<file path="src/rtl/riscv_pkg.sv">
// Shared RV64 front-end constants: NOP encoding, default XLEN, PC step and the PC source select.
package riscv_pkg;

    localparam int          XLEN_DEFAULT = 64;
    localparam logic [31:0] NOP_INSTR    = 32'h0000_0013;
    localparam int          PC_INCREMENT = 4;

    typedef enum logic [1:0] {
        PC_SEL_ADVANCE  = 2'd0,
        PC_SEL_HOLD     = 2'd1,
        PC_SEL_REDIRECT = 2'd2
    } pc_sel_e;

endpackage

</file>
<file path="src/rtl/if_id_register.sv">
// IF/ID pipeline register. Priority: reset > bubble > hold > load.
module if_id_register
    import riscv_pkg::*;
#(
    parameter int XLEN = XLEN_DEFAULT
)(
    input  logic            clk,
    input  logic            reset,
    input  logic            hold,
    input  logic            bubble,
    input  logic            load,
    input  logic [XLEN-1:0] pc_in,
    input  logic [31:0]     instr_in,
    output logic [XLEN-1:0] id_pc,
    output logic [31:0]     id_instruction,
    output logic            id_valid
);

    logic [XLEN-1:0] id_pc_r;
    logic [31:0]     id_instr_r;
    logic            id_valid_r;

    // Pipeline register update; a bubble always carries a NOP so decode needs no special case.
    always_ff @(posedge clk) begin
        if (reset || bubble) begin
            id_pc_r    <= {XLEN{1'b0}};
            id_instr_r <= NOP_INSTR;
            id_valid_r <= 1'b0;
        end else if (hold) begin
            id_pc_r    <= id_pc_r;
            id_instr_r <= id_instr_r;
            id_valid_r <= id_valid_r;
        end else if (load) begin
            id_pc_r    <= pc_in;
            id_instr_r <= instr_in;
            id_valid_r <= 1'b1;
        end else begin
            id_pc_r    <= id_pc_r;
            id_instr_r <= id_instr_r;
            id_valid_r <= id_valid_r;
        end
    end

    assign id_pc          = id_pc_r;
    assign id_instruction = id_instr_r;
    assign id_valid       = id_valid_r;

endmodule

</file>
<file path="src/rtl/fetch_stage.sv">
// Instruction fetch: PC register, next-PC mux and IF/ID register.
// Optional macro FETCH_MISALIGN_CHECK_EN word-aligns redirects and raises a sticky misalign_err.
module fetch_stage
    import riscv_pkg::*;
#(
    parameter int              XLEN     = XLEN_DEFAULT,
    parameter logic [XLEN-1:0] RESET_PC = 64'h0
)(
    input  logic            clk,
    input  logic            reset,
    output logic [XLEN-1:0] inst_address,
    input  logic [31:0]     instruction,
    input  logic            stall,
    input  logic            branch_taken,
    input  logic [XLEN-1:0] branch_target,
    output logic [XLEN-1:0] id_pc,
    output logic [31:0]     id_instruction,
    output logic            id_valid,
    output logic            misalign_err
);

    logic [XLEN-1:0] pc_r;
    logic [XLEN-1:0] pc_next_s;
    logic [XLEN-1:0] pc_plus4_s;
    logic [XLEN-1:0] redirect_pc_s;
    pc_sel_e         pc_sel_s;

    // Wraps modulo 2^XLEN by construction; no overflow flag.
    assign pc_plus4_s = pc_r + XLEN'(PC_INCREMENT);

`ifdef FETCH_MISALIGN_CHECK_EN
    logic misalign_err_r;
    logic misalign_hit_s;

    assign redirect_pc_s  = {branch_target[XLEN-1:2], 2'b00};
    assign misalign_hit_s = branch_taken && (branch_target[1:0] != 2'b00);

    // Sticky misaligned-redirect flag, cleared only by reset.
    always_ff @(posedge clk) begin
        if (reset) begin
            misalign_err_r <= 1'b0;
        end else if (misalign_hit_s) begin
            misalign_err_r <= 1'b1;
        end else begin
            misalign_err_r <= misalign_err_r;
        end
    end

    assign misalign_err = misalign_err_r;
`else
    assign redirect_pc_s = branch_target;
    assign misalign_err  = 1'b0;
`endif

    // PC source selection: a redirect beats a stall.
    always_comb begin
        pc_sel_s = PC_SEL_ADVANCE;
        if (branch_taken) begin
            pc_sel_s = PC_SEL_REDIRECT;
        end else if (stall) begin
            pc_sel_s = PC_SEL_HOLD;
        end else begin
            pc_sel_s = PC_SEL_ADVANCE;
        end
    end

    // Next-PC mux.
    always_comb begin
        pc_next_s = pc_r;
        case (pc_sel_s)
            PC_SEL_ADVANCE:  pc_next_s = pc_plus4_s;
            PC_SEL_HOLD:     pc_next_s = pc_r;
            PC_SEL_REDIRECT: pc_next_s = redirect_pc_s;
            default:         pc_next_s = pc_r;
        endcase
    end

    // PC register.
    always_ff @(posedge clk) begin
        if (reset) begin
            pc_r <= RESET_PC;
        end else begin
            pc_r <= pc_next_s;
        end
    end

    assign inst_address = pc_r;

    if_id_register #(
        .XLEN (XLEN)
    ) u_if_id (
        .clk            (clk),
        .reset          (reset),
        .hold           (stall),
        .bubble         (branch_taken),
        .load           (~stall),
        .pc_in          (pc_r),
        .instr_in       (instruction),
        .id_pc          (id_pc),
        .id_instruction (id_instruction),
        .id_valid       (id_valid)
    );

endmodule

</file>
<file path="config.mk">
export PLATFORM = sky130hd
export DESIGN_NAME = fetch_stage
export DESIGN_NICKNAME = d
export VERILOG_FILES = /design/src/rtl/riscv_pkg.sv /design/src/rtl/if_id_register.sv /design/src/rtl/fetch_stage.sv
export SDC_FILE = /design/constraint.sdc
export NUM_CORES = 1
export LEC_CHECK = 0
export CORE_MARGIN = 5
export CORE_UTILIZATION = 45
export CTS_CLUSTER_SIZE = 10
export DETAILED_ROUTE_END_ITERATION = 12
export GPL_TIMING_DRIVEN = 0
export MAX_ROUTING_LAYER = met4
export PLACE_DENSITY = 0.8
export SLEW_MARGIN = 30
export SYNTH_ARGS = -nofsm -noshare
export SYNTH_HDL_FRONTEND = slang
export SYNTH_SLANG_ARGS = --single-unit
export TNS_END_PERCENT = 10
</file>
<file path="constraint.sdc">
create_clock -name clk -period 2.6 [get_ports clk]
set_input_delay 0.65 -clock clk [delete_from_list [all_inputs] [get_ports clk]]
set_output_delay 0.65 -clock clk [all_outputs]
set_load 0.02 [all_outputs]
</file>
# Yosys cells after proc, flatten, opt, wreduce, memory -nomap -nowiden
# Cells that the tools add are included.
# word_totals
out_inout_bits,162
word_cells,12
inputBits,100
regBits,161
# classes
n_mux,3
eq_ne,1
n_addsub,1
reduce_logical,3
# ops
operator,count
$pmux W64 S2,1
$add A64 B3 Y64 const B,1
$eq A2 B2 Y1 const B,1
$logic_not A2 Y1,1
$mux W2,1
$reduce_bool A2 Y1,1
$logic_or A1 B1 Y1,1
$mux W1,1

# Depth between registers and ports, before layout
# Gate-level depths: netlist of run 1.
# depth
word_depth,4
mapped_depth,7
ltp_nobuf,6

# Modules after synthesis
# A second synthesis of run 1 with hierarchy kept.
# unflattened
cells_unflattened,919
area_unflattened_um2,7500.9
# by_module_without_submodules
mod,area_each_um2,seq_area_each_um2,cells_per_inst,instances
fetch_stage,3908.7,1281.2,495,1
if_id_register,3592.2,1941.9,424,1

# Worst setup path after synthesis of run 1
# OpenSTA, ideal clock, no wires.
# synth_timing
path_kind,reg2reg
start,reg pc_r[2] (netlist: inst_address[2])
end,reg pc_r[52] (netlist: inst_address[52])
t_arrival_ns,2.263
synth_period_minus_slack_ns,2.354
t_required_ns,2.509
path_slack_ns,0.246
setup_ns,0.091
path_stages_with_launch,7
n_path_buf,0
path_cell_list,dfxtp_1 > ha_1 > nand4_2 > or2_1 > or4_1 > or4_1 > a311oi_1
# synth_via
elab_chain_len,2
# synth_lines
item,line_no,text
from (decl),fetch_stage.sv:22,logic [XLEN-1:0] pc_r;
from (signal assigned),fetch_stage.sv:83,pc_r <= pc_next_s;
$add A64 B3 Y64,fetch_stage.sv:29,assign pc_plus4_s = pc_r + XLEN'(PC_INCREMENT);
$pmux W64 S2,fetch_stage.sv:70,case (pc_sel_s)
# Every way passes these cells.
# A chain may end at the register's enable or synchronous reset.

# Worst setup path after layout of run 1
# Ends and elaborated chain as after synthesis.

==> key figures, run 1 <==
Clock network
  • Clock buffers created by TritonCTS: 17
  • CTS root buffer: sky130_fd_sc_hd__clkbuf_16
  • Hold-fix buffers, CTS: 0
  • Clock sinks: 161
  • H-tree Lvls: 4
  • Clock insertion delay at the later pin of the skew report: 0.43 ns
  • Clock buffer depth: 2
  • CTS tree: done
  • Reg clk slew, reported paths: roughly 0.06 ns

Critical path
  • Length in cells of the worst reg-to-reg path: 6
  • Last element of the critical path: inst_address[52]$_SDFFE_PP0P_
  • Startpoint kind of the worst setup timing path: flop
  • Arrival time at the worst endpoint: 2.86 ns
  • Crit. Startpoint: inst_address[2]$_SDFFE_PP0P_
  • Worst-path cell with the longest stage delay: sky130_fd_sc_hd__or4_1
  • Data required time at the worst endpoint: about 3 ns
  • RR Startpoint: inst_address[2]$_SDFFE_PP0P_
  • Crit end category: flop
  • Crit-path max cell delay: roughly 0.44 ns
  • Critical path cell sequence: ha_2, nand4_2, or2_1, or4_1, or4_1, a311oi_1
  • Critical R2R Capture: inst_address[52]$_SDFFE_PP0P_
  • Crit-path max FO: 7
  • Minimum setup slack among reg-to-reg paths: around 0.085 ns
  • CP dominant cell by count: sky130_fd_sc_hd__or4_1
  • Crit Path Category: reg2reg

Logic synthesis
  • Number of instances in the synthesized netlist: 821
  • Share of synthesized flip-flops with an asynchronous set or reset: 0%
  • Most used flip-flop cell after synthesis: sky130_fd_sc_hd__dfxtp_1
  • Synth unique cells: 53
  • Netlist Area Pre-Place: ~7300 um^2
  • Flip-flop and latch count after synthesis: roughly 160
  • Mean post-synth cell area: 8.897 um^2
  • Number of nets produced by synthesis: 922
  • Share of the yosys chip area belonging to registers: between 40% and 50%
  • Count of flip-flops with a built-in enable after synthesis: 0
  • Warning count from the yosys run: 0

Die
  • Initial standard-cell utilization of the core: between 40% and 50%
  • Die Area: 18880 um^2
  • Area inside the core boundary: about 16000 um^2
  • I/O pin total: 262
  • Die Width: around 140 um
  • Number of core rows: 46
  • Vertical extent of the die: approximately 140 um

Worst hold path
  • Worst Hold Class: reg2reg

Global route
  • Number of global-route vias before repair: between 7000 and 8000
  • Wire length of the first global-routing pass: 38.36 mm
  • Maximum number of pins on one net before global-route repair: 17
  • Global route total overflow: 0
  • Global routing usage summed across all routing layers: between 20% and 30%
  • Antenna violations before repair: 2

Timing
  • Achievable clock frequency: 397.5 MHz
  • Transition time of the tightest slew-check pin: around 0.74 ns
  • Setup violations, final: 0
  • Relative max-transition margin: roughly 50%
  • Part of the cycle the worst path needs: 96.75%
  • Unrepaired setup endpoints after global routing: true
  • Skew final: 0.007658 ns
  • Number of failing hold endpoints at the final stage: 0
  • Final Max Slew Viols: 0
  • Final critical-path required period: 2.515 ns
  • Worst hold slack: about 0.45 ns

Route
  • Routed via count: ~7500
  • Antenna-violating nets left: 0
  • Number of vias per cell: ~5.6
  • Detailed-route wire length: approximately 25 mm
  • First-pass DRT Iterations: 5
  • Post-route DRC: 0
  • Number of DRC markers in iteration 0: 591
  • WL/cell: around 19 um

Final layout
  • Number of fill cells: 1332
  • Layout cell share with drive strength beyond 1: 5.998%
  • Final Net Count: approximately 1200
  • Leading cell type in the layout, fill and taps excluded: sky130_fd_sc_hd__clkdlybuf4s50_1
  • Syn-to-layout area delta: 48.87%
  • Most frequent cells in the layout: sky130_fd_sc_hd__clkdlybuf4s50_1, sky130_fd_sc_hd__nor2_1, sky130_fd_sc_hd__dfxtp_1
  • Finished Core Util: about two thirds

Placed design
  • Post-detailed-placement half-perimeter wirelength: approximately 19 mm
  • Global placement routability congestion: between 0.9 and 1
  • Count of buffers from port buffering: 260

Power
  • Max VDD drop: 0.0004619 V
  • Power per cell area: between 500 and 600 nW/um^2
  • Static leakage power: between 4 and 5 nW

Run
  • Number of violations of the max-capacitance limit: 0

Outcome
  • Outcome: completed
-- how the worst min path moves through the flow --
stage / slack [ns] / depth (start not counted) / start / endpoint
floorplan: 0.53 / 2 / u_if_id.id_valid$_SDFFE_PP0N_ / u_if_id.id_valid$_SDFFE_PP0N_
global placement: 0.44 / 2 / u_if_id.id_valid$_SDFFE_PP0N_ / u_if_id.id_valid$_SDFFE_PP0N_
detailed placement: 0.44 / 2 / u_if_id.id_valid$_SDFFE_PP0N_ / u_if_id.id_valid$_SDFFE_PP0N_
CTS: 0.45 / 2 / u_if_id.id_valid$_SDFFE_PP0N_ / u_if_id.id_valid$_SDFFE_PP0N_
global route: 0.48 / 2 / u_if_id.id_valid$_SDFFE_PP0N_ / u_if_id.id_valid$_SDFFE_PP0N_
finish: 0.45 / 2 / u_if_id.id_valid$_SDFFE_PP0N_ / u_if_id.id_valid$_SDFFE_PP0N_
-- worst max-delay path, delay by kind of cell (launching register included) --
| kind | cells | cell delay, ns |
|---|---|---|
| AND/OR/NAND/NOR | 4 | 1.48 |
| adder cells (fa/ha/maj) | 1 | 0.26 |
| AO/OA/AOI/OAI | 1 | 0.25 |
| flip-flops | 1 | 0.43 |
-- power breakdown --
| part | total (W) | switching (W) | internal (W) |
|---|---|---|---|
| clock network | 0.00268 | 0.00103 | 0.00166 |
| logic | 0.000904 | 0.000440 | 0.000464 |
| registers | 0.00274 | 0.000165 | 0.00258 |
| total | 0.00633 | 0.00163 | 0.00470 |
-- through the flow --
step	area (um^2)	cells	setup WS, ns	setup TNS (ns)	power, W
after detailed placement	10180	1297	-0.7987	-75.24	0.003691
after global placement	10180	1297	-0.7984	-67.14	0.003676
final	10870	1336	0.08452	0	0.006329
after CTS	10850	1333	0.004414	0	0.006347
after global routing	10870	1335	-0.01108	-0.01108	0.006542
after floorplan	7305	821	0.2462	0	0.003194
-- per-layer routing --
| metal | global-route usage [%] | wire length (um) |
|---|---|---|
| met5 | - | 0 |
| met4 | 11.14 | 779 |
| met3 | 7.597 | 2391 |
| met2 | 42.62 | 11690 |
| met1 | 32.08 | 10420 |
-- cell type report --
class                      instances  area [um^2]  share of cell area, %
tap                              216        270.3                  2.485
buffer                            47        197.7                  1.818
timing repair buffer             264         2631                  24.20
sequential                       161         3226                  29.66
multi-input combinational        603         3881                  35.69
clock inverter                     9        155.1                  1.427
inverter                          10        37.54                 0.3452
antenna                            3        7.507                0.06904
clock buffer                      23        467.9                  4.303
-- flip-flops by register name, summed over array words and instances (netlist names) --
signal                  cells
u_if_id.id_valid            1
u_if_id.id_pc              64
inst_address               64
u_if_id.id_instruction     32
-- cell families (layout without fill, tap and decap cells) --
group	count (synthesis)	in the layout	synth area share, %
buffers and inverters	57	353	3.169
and+or+nand+nor	377	377	25.92
AOI/OAI and AO/OA	90	90	8.736
other	1	4	0.05134
adders and majority gates	1	1	0.1713
muxes	102	102	13.99
DFF	161	161	44.12
xor gates and xnor gates	32	32	3.837
-- cells in the mapped netlist, drive strengths merged, types with 16 or more instances --
| cell type | n | area share (%) |
|---|---|---|
| a211oi | 21 | 2.2 |
| a311oi | 16 | 1.9 |
| buf | 20 | 1.3 |
| clkbuf | 27 | 1.4 |
| dfxtp | 161 | 44 |
| mux2i | 101 | 14 |
| nand2 | 54 | 2.8 |
| nand3 | 35 | 2.6 |
| nand4 | 29 | 2.9 |
| nor2 | 162 | 8.3 |
| nor4 | 22 | 2.2 |
| xnor2 | 17 | 2.0 |
-- what timing repair did --
| item | in CTS | in global routing |
|---|---|---|
| pin swaps | 3 | 0 |
| endpoints found under the setup margin | 83 | 12 |
| setup buffers | 4 | 0 |
| resized for setup | 8 | 5 |
No activity file was read; power rests on OpenSTA's default activity.
==> inputs of run 2 (changes only) <==
==> constraint.sdc (replaced) <==
create_clock -name clk -period 2.6 [get_ports clk]
set_input_delay 0.65 -clock clk [delete_from_list [all_inputs] [get_ports clk]]
set_output_delay 0.65 -clock clk [all_outputs]
set_load 0.005 [all_outputs]
==> results of run 2 <==
Same layout as run 1 (identical final DEF). Status: completed.
Among the figures that moved: total power 0.006329 W -> 0.006205 W; worst IR drop on VDD 0.0004619 V -> 0.0004617 V
